## config.mk

```make
export PLATFORM = sky130hd
export DESIGN_NAME = fetch_stage
export DESIGN_NICKNAME = d
export VERILOG_FILES = /design/src/rtl/fetch_stage.sv
export SDC_FILE = /design/constraint.sdc
export NUM_CORES = 1
export LEC_CHECK = 0
export CAP_MARGIN = 0
export CORE_MARGIN = 8
export CORE_UTILIZATION = 41
export DETAILED_ROUTE_END_ITERATION = 8
export HOLD_SLACK_MARGIN = 0.02
export MAX_ROUTING_LAYER = met4
export PLACE_DENSITY_LB_ADDON = 0.25
export SYNTH_ARGS = -nofsm -noshare
export SYNTH_HDL_FRONTEND = slang
export SYNTH_SLANG_ARGS = --single-unit
export TNS_END_PERCENT = 100
```

## constraint.sdc

```tcl
create_clock -name clk -period 2.7 [get_ports clk]
set_input_delay 0.675 -clock clk [delete_from_list [all_inputs] [get_ports clk]]
set_output_delay 0.675 -clock clk [all_outputs]
set_load 0.03 [all_outputs]
```

## src/rtl/fetch_stage.sv

```systemverilog
// Fetch stage: PC register, direct-mapped BTB with 2-bit counters, IF/ID register.
// Define FETCH_BHT_EN to build the BTB; without it fetch always predicts not-taken.
module fetch_stage #(
  parameter int unsigned     XLEN        = 32,
  parameter int unsigned     BTB_ENTRIES = 16,
  parameter logic [XLEN-1:0] RESET_PC    = '0
) (
  input  logic            clk,
  input  logic            reset,
  input  logic            StallF,
  input  logic            StallD,
  input  logic            FlushD,
  output logic [XLEN-1:0] PCF,
  input  logic [XLEN-1:0] InstrF,
  output logic [XLEN-1:0] InstrD,
  output logic [XLEN-1:0] PCD,
  output logic [XLEN-1:0] PCPlus4D,
  output logic            PredTakenD,
  output logic [XLEN-1:0] PredTargetD,
  input  logic            BranchE,
  input  logic            TakenE,
  input  logic [XLEN-1:0] PCE,
  input  logic [XLEN-1:0] PCTargetE,
  input  logic [XLEN-1:0] PredTargetE,
  input  logic            PredTakenE,
  output logic            MispredictE
);

  localparam int unsigned IDX  = $clog2(BTB_ENTRIES);
  localparam int unsigned TAGW = XLEN - IDX - 2;

  logic [XLEN-1:0] r_pcf;
  logic [XLEN-1:0] r_instr_d;
  logic [XLEN-1:0] r_pc_d;
  logic [XLEN-1:0] r_pcplus4_d;
  logic            r_pred_taken_d;
  logic [XLEN-1:0] r_pred_target_d;

  logic [XLEN-1:0] w_pc_next;
  logic [XLEN-1:0] w_pcplus4_f;
  logic [XLEN-1:0] w_pcplus4_e;
  logic            w_pred_taken_f;
  logic [XLEN-1:0] w_pred_target_f;

  assign w_pcplus4_f = r_pcf + XLEN'(4);
  assign w_pcplus4_e = PCE + XLEN'(4);

`ifdef FETCH_BHT_EN
  logic            r_valid  [BTB_ENTRIES];
  logic [TAGW-1:0] r_tag    [BTB_ENTRIES];
  logic [XLEN-1:0] r_target [BTB_ENTRIES];
  logic [1:0]      r_cnt    [BTB_ENTRIES];

  logic [IDX-1:0]  w_idx_f;
  logic [IDX-1:0]  w_idx_e;
  logic            w_hit_f;
  logic            w_hit_e;

  assign w_idx_f = r_pcf[IDX+1:2];
  assign w_idx_e = PCE[IDX+1:2];
  assign w_hit_f = r_valid[w_idx_f] && (r_tag[w_idx_f] == r_pcf[XLEN-1:IDX+2]);
  assign w_hit_e = r_valid[w_idx_e] && (r_tag[w_idx_e] == PCE[XLEN-1:IDX+2]);

  assign w_pred_taken_f  = w_hit_f && r_cnt[w_idx_f][1];
  assign w_pred_target_f = w_pred_taken_f ? r_target[w_idx_f] : w_pcplus4_f;
  assign MispredictE     = BranchE &&
                           (PredTakenE ? (!TakenE || (PredTargetE != PCTargetE)) : TakenE);

  // Resolution training; lookup this cycle still sees the old entry.
  always_ff @(posedge clk or negedge reset) begin
    if (!reset) begin
      for (int i = 0; i < int'(BTB_ENTRIES); i++) begin
        r_valid[i]  <= 1'b0;
        r_tag[i]    <= '0;
        r_target[i] <= '0;
        r_cnt[i]    <= 2'b01;
      end
    end else if (BranchE) begin
      if (w_hit_e) begin
        if (TakenE) begin
          if (r_cnt[w_idx_e] != 2'b11) r_cnt[w_idx_e] <= r_cnt[w_idx_e] + 2'd1;
          r_target[w_idx_e] <= PCTargetE;
        end else if (r_cnt[w_idx_e] != 2'b00) begin
          r_cnt[w_idx_e] <= r_cnt[w_idx_e] - 2'd1;
        end
      end else if (TakenE) begin
        r_valid[w_idx_e]  <= 1'b1;
        r_tag[w_idx_e]    <= PCE[XLEN-1:IDX+2];
        r_target[w_idx_e] <= PCTargetE;
        r_cnt[w_idx_e]    <= 2'b10;
      end
    end
  end
`else
  logic w_unused;

  assign w_unused        = ^{PredTakenE, PredTargetE};
  assign w_pred_taken_f  = 1'b0;
  assign w_pred_target_f = w_pcplus4_f;
  assign MispredictE     = BranchE && TakenE;
`endif

  // Redirect beats stall beats prediction.
  always_comb begin
    w_pc_next = w_pred_target_f;
    if (MispredictE) begin
      w_pc_next = TakenE ? PCTargetE : w_pcplus4_e;
    end else if (StallF) begin
      w_pc_next = r_pcf;
    end
  end

  always_ff @(posedge clk or negedge reset) begin
    if (!reset) r_pcf <= RESET_PC;
    else        r_pcf <= w_pc_next;
  end

  // IF/ID register: a mispredict clears it even while stalled.
  always_ff @(posedge clk or negedge reset) begin
    if (!reset) begin
      r_instr_d       <= '0;
      r_pc_d          <= '0;
      r_pcplus4_d     <= '0;
      r_pred_taken_d  <= 1'b0;
      r_pred_target_d <= '0;
    end else if (MispredictE || FlushD) begin
      r_instr_d       <= '0;
      r_pc_d          <= '0;
      r_pcplus4_d     <= '0;
      r_pred_taken_d  <= 1'b0;
      r_pred_target_d <= '0;
    end else if (!StallD) begin
      r_instr_d       <= InstrF;
      r_pc_d          <= r_pcf;
      r_pcplus4_d     <= w_pcplus4_f;
      r_pred_taken_d  <= w_pred_taken_f;
      r_pred_target_d <= w_pred_target_f;
    end
  end

  assign PCF         = r_pcf;
  assign InstrD      = r_instr_d;
  assign PCD         = r_pc_d;
  assign PCPlus4D    = r_pcplus4_d;
  assign PredTakenD  = r_pred_taken_d;
  assign PredTargetD = r_pred_target_d;

endmodule

```

==> run metrics, run 1 <==
period utilization=0.900; Mapped Nets=716; Post-synth EDFFs=0; crit-path max FO=10; final hold slack=217 ps; status=finished, final reports clean; number of buffers created by CTS=17; Max Root-Sink Buffers=2; Tmin final=2430 ps; wire length per cell=20.0 µm; initial antenna violation count=0; utilization after layout=0.619; global-route wire length before repair=30.6 mm; cts hold-fix bufs=0; Leakage Power=3.66 nW; CTS tree=done; commonest register cell after synthesis=dfrtp_1; CTS clk-pin slew, worst paths=50 ps; commonest non-fill, non-tap cell in the layout=clkdlybuf4s50_1; Vias/cell=5.54; clk_lat worst skew=410 ps; largest net degree at the start of global routing=54; CP Launch Type=register; Fin Clk Skew=6.24 ps; drt first pass iters=4; fin cells=966; die width=137 µm; sequential-to-total area share from yosys stat=0.529; critical path's top delay family=buffers and inverters; Worst Max-Slew Pin Slew=659 ps; Netlist Area Pre-Place=0.00596 mm²; H-tree Lvls=4; r2r setup slk=310 ps; Worst R2R End=PredTargetD[24]; Yosys cell types=45; Via Count=5350; crit end category=output pin; post-synthesis cell count=579; vias in the first global route=5515; setup ws final=270 ps; RSZ-0062 raised after global routing=false; DR iter-0 viols=413; Root Buffer=clkbuf_16; setup bufs post-CTS=0; required time of the critical path=2030 ps; fin area=0.00889 mm²; Ant. Diodes=0; Max VDD drop=0.430 mV; total negative slack=0 ps; Global Route Usage Sum=0.217; max-cap viol count=0; count of buffer and inverter cells on the critical path=1; Post-DP Area=0.00831 mm²; Ports=298; dpl cells=936; commonest non-fill, non-tap cells in the layout=clkdlybuf4s50_1 (229), dfrtp_1 (126), nand2_1 (69), a22o_1 (60), o21ai_0 (39); hpwl dp=13.9 mm; Hold Path Class=in -> async; crit-path cells=clkdlybuf4s50_1; Final Hold Vio Count=0; Routed Antenna Nets=0; post-CTS sizing=0; Crit-path slowest cell=clkdlybuf4s50_1; core box area=0.0144 mm²; CP Class=reg -> out; Detailed Route WL=19.4 mm; total power=6.10 mW; Async SR Flop Fraction=1.00; worst rel slew slack=0.557; worst reg2reg path depth=5; die area=0.0187 mm²; YS warnings=0; worst path arrival time=1760 ps; initial core utilization=0.415; pwr dens=685 mW/mm²; fraction of final layout cells with drive strength greater than 1=0.0844; worst reg2reg startpoint=PCF[3]; Avg Cell Area, Syn=10.3 µm²; gr ovfl total=0; IO Port Bufs=231; f_max=412 MHz; DP Worst Slack=47.1 ps; critical path's largest stage delay=760 ps; Yosys reg bits=126; Slew Viols, Final=0; drt drc=0; Final #Nets=908; Area Growth Syn to Fin=49.2%; Die H=137 µm; Clock Sinks=126; Row Count=44; Placer Congestion=0.837; # setup viols final=0
layer usage:
| metal | share of wire | track usage |
|---|---|---|
| met3 | 0.073 | 0.0554 |
| met5 | 0 | - |
| met1 | 0.43 | 0.270 |
| met4 | 0.013 | 0.0683 |
| met2 | 0.48 | 0.340 |
sequential cells by signal (all words and copies together), names as in the netlist:
name	cells
PredTargetD	30
PCD	32
PCF	32
InstrD	32
report_power, final:
part	leakage, nW	internal, mW	switching, mW
Clock	0.288	1.47	0.790
Sequential	1.64	2.06	0.237
Combinational	1.73	0.668	0.875
cell type report:
| type | instances | area (µm²) |
|---|---|---|
| fillers | 1151 | 5470 |
| flip-flops and latches | 126 | 3150 |
| inverters | 2 | 7.51 |
| repair buffers | 259 | 2580 |
| clock inverters | 6 | 82.6 |
| clock buffers | 24 | 502 |
| multi-input cells | 365 | 2340 |
| well taps | 184 | 230 |
how the worst max path moves through the flow:
stage / slack [ps] / cells after the start / endpoint / from
global route: 160 / 5 / PredTargetD[24] / PCF[3]
finish: 270 / 1 / PCF[18] / PCF[18]
CTS: 240 / 1 / PCF[18] / PCF[18]
detailed placement: 50 / 5 / PCF[26] / StallF
floorplan: 390 / 6 / PredTargetD[20] / PCF[2]
global placement: 80 / 5 / PCF[24] / StallF
cells by family after synthesis:
logic type	Yosys count	share of synthesized area
AO/OA/AOI/OAI	142	0.173
XOR/XNOR	28	0.0411
adder cells (fa/ha/maj)	1	0.00210
buffers and inverters	88	0.0821
multiplexers	2	0.00336
AND/OR/NAND/NOR	191	0.168
flip-flops	126	0.529
other	1	0.000629
synth_stat cells, types with 2 or more instances:
library cell	count	area, µm²
a211o_1	2	17.5
a21oi_1	3	15.0
a221o_1	3	30.0
a22o_1	60	526
a31oi_1	15	93.8
a32oi_1	2	17.5
and2_1	2	12.5
and3_1	3	18.8
and4_1	3	26.3
buf_1	4	15.0
buf_2	12	60.1
buf_4	38	285
clkbuf_1	31	116
dfrtp_1	126	3150
inv_1	2	7.51
mux2i_1	2	20.0
nand2_1	69	259
nand3_1	15	75.1
nand4_1	10	62.6
nand4_4	2	42.5
nor2_1	28	105
nor3_1	9	45.0
nor4_1	9	56.3
o211ai_1	8	60.1
o21ai_0	39	195
o31ai_1	6	45.0
or3_1	12	75.1
or4_1	21	158
xnor2_1	23	201
xor2_1	5	43.8
No activity file was read; power rests on OpenSTA's default activity.
==> run 2: changes to the inputs <==
Settings changed: CORE_ASPECT_RATIO set to 2.
==> run metrics, run 2 (synthesis gave the netlist of run 1 again) <==
status=finished, final reports clean (unchanged); r2r setup slk=360 ps (was 310 ps); IO Port Bufs=231 (unchanged); fraction of final layout cells with drive strength greater than 1=0.0903 (was 0.0844); post-CTS sizing=0 (unchanged); drt first pass iters=4 (unchanged); Via Count=5353 (was 5350); total power=6.42 mW (was 6.10 mW); dpl cells=946 (was 936); max-cap viol count=0 (unchanged); drt drc=0 (unchanged); number of buffers created by CTS=17 (unchanged); Die H=187 µm (was 137 µm); Seq. cell area=0.00315 mm² (unchanged); core box area=0.0143 mm² (was 0.0144 mm²); clk_lat worst skew=420 ps (was 410 ps); worst reg2reg path depth=4 (was 5); Max VDD drop=0.427 mV (was 0.430 mV); worst path arrival time=2810 ps (was 1760 ps); commonest non-fill, non-tap cells in the layout=clkdlybuf4s50_1 (229), dfrtp_1 (126), nand2_1 (69), a22o_1 (60), o21ai_0 (39) (unchanged); top sig layer=met4 (unchanged); setup bufs post-CTS=0 (unchanged); Global Route Usage Sum=0.222 (was 0.217); utilization after layout=0.628 (was 0.619); # setup viols final=0 (unchanged); CTS clk-pin slew, worst paths=60 ps (was 50 ps); gr ovfl total=0 (unchanged); Root Buffer=clkbuf_16 (unchanged); Vias/cell=5.47 (was 5.54); Fin Clk Skew=13.9 ps (was 6.24 ps); initial core utilization=0.418 (was 0.415); required time of the critical path=3030 ps (was 2030 ps); footprint of the multi-input gates=0.00234 mm² (unchanged); Hold Path Class=in -> async (unchanged); die area=0.0189 mm² (was 0.0187 mm²); routed length on met2=10.8 mm (was 9.26 mm); Placer Congestion=0.857 (was 0.837); wire length per cell=20.6 µm (was 20.0 µm); global-route wire length before repair=31.4 mm (was 30.6 mm); vias in the first global route=5551 (was 5515); Leakage Power=3.68 nW (was 3.66 nW); hpwl dp=15.0 mm (was 13.9 mm); fin cells=978 (was 966); Worst R2R End=PredTargetD[29] (was PredTargetD[24]); RSZ-0062 raised after global routing=false (unchanged); CP Class=in -> reg (was reg -> out); met1 wire length=7.70 mm (was 8.42 mm); Ports=298 (unchanged); cts hold-fix bufs=0 (unchanged); Row Count=62 (was 44); Ant. Diodes=0 (unchanged); Final Hold Vio Count=0 (unchanged); Area Growth Syn to Fin=50.4% (was 49.2%); Routed Antenna Nets=0 (unchanged); worst reg2reg startpoint=PCF[10] (was PCF[3]); period utilization=0.918 (was 0.900); die width=101 µm (was 137 µm); commonest non-fill, non-tap cell in the layout=clkdlybuf4s50_1 (unchanged); Slew Viols, Final=0 (unchanged); fill count=1213 (was 1151); pwr dens=716 mW/mm² (was 685 mW/mm²); DR WL met3=975 µm (was 1.42 mm); worst rel slew slack=0.546 (was 0.557); DP Worst Slack=-155 ps (was 47.1 ps); crit end category=register (was output pin); Max Root-Sink Buffers=2 (unchanged); largest net degree at the start of global routing=60 (was 54); total negative slack=0 ps (unchanged); Final #Nets=910 (was 908); DR iter-0 viols=209 (was 413); Detailed Route WL=20.2 mm (was 19.4 mm); Tmin final=2480 ps (was 2430 ps); initial antenna violation count=0 (unchanged); H-tree Lvls=4 (unchanged); setup ws final=221 ps (was 270 ps); CP Launch Type=primary input (was register); crit-path max FO=13 (was 10); f_max=403 MHz (was 412 MHz); Worst Max-Slew Pin Slew=674 ps (was 659 ps); CTS tree=done (unchanged); Clock Sinks=126 (unchanged)
-- run 2: worst max-delay path by stage --
stage / startpoint / to / slack (ps) / depth (start not counted)
after global placement: StallF / PCF[20] / -80 / 5
final: StallF / PCF[20] / 220 / 5
after floorplan: PCF[2] / PredTargetD[20] / 390 / 6
after detailed placement: StallF / PCF[30] / -160 / 5
after CTS: PCF[7] / PCF[7] / 260 / 2
after global routing: StallF / PCF[30] / 170 / 5
-- run 2: cell type report --
class / count / share of cell area
clock buffer: 19 / 0.0494
clock inverter: 13 / 0.0237
inverter: 2 / 0.000837
multi-input combinational: 365 / 0.261
sequential: 126 / 0.352
tap: 192 / 0.0268
timing repair buffer: 261 / 0.287
-- run 2: critical path, stage by stage --
cell and delay, ps:
clkdlybuf4s50_1 570, nand4b_1 330, or4_1 670, or3_1 390, a31oi_1 180
-- run 2: report_power, final --
group,switching (mW),total (mW),internal (mW)
clock,0.873,2.54,1.67
sequential,0.216,2.28,2.06
combinational,0.913,1.60,0.688
total,2.00,6.42,4.42
-- run 2: per-layer routing --
metal  vias up  GRT usage
li1       2462          -
met1      2651      0.237
met2       200      0.379
met3        40     0.0470
met4         0     0.0982
met5         -          -
-- run 2: metrics by stage --
step	hold slack [ps]	instance area (µm²)
floorplan	379	5960
global placement	459	8310
detailed placement	468	8310
CTS	209	8970
global route	234	8970
finish	195	8970
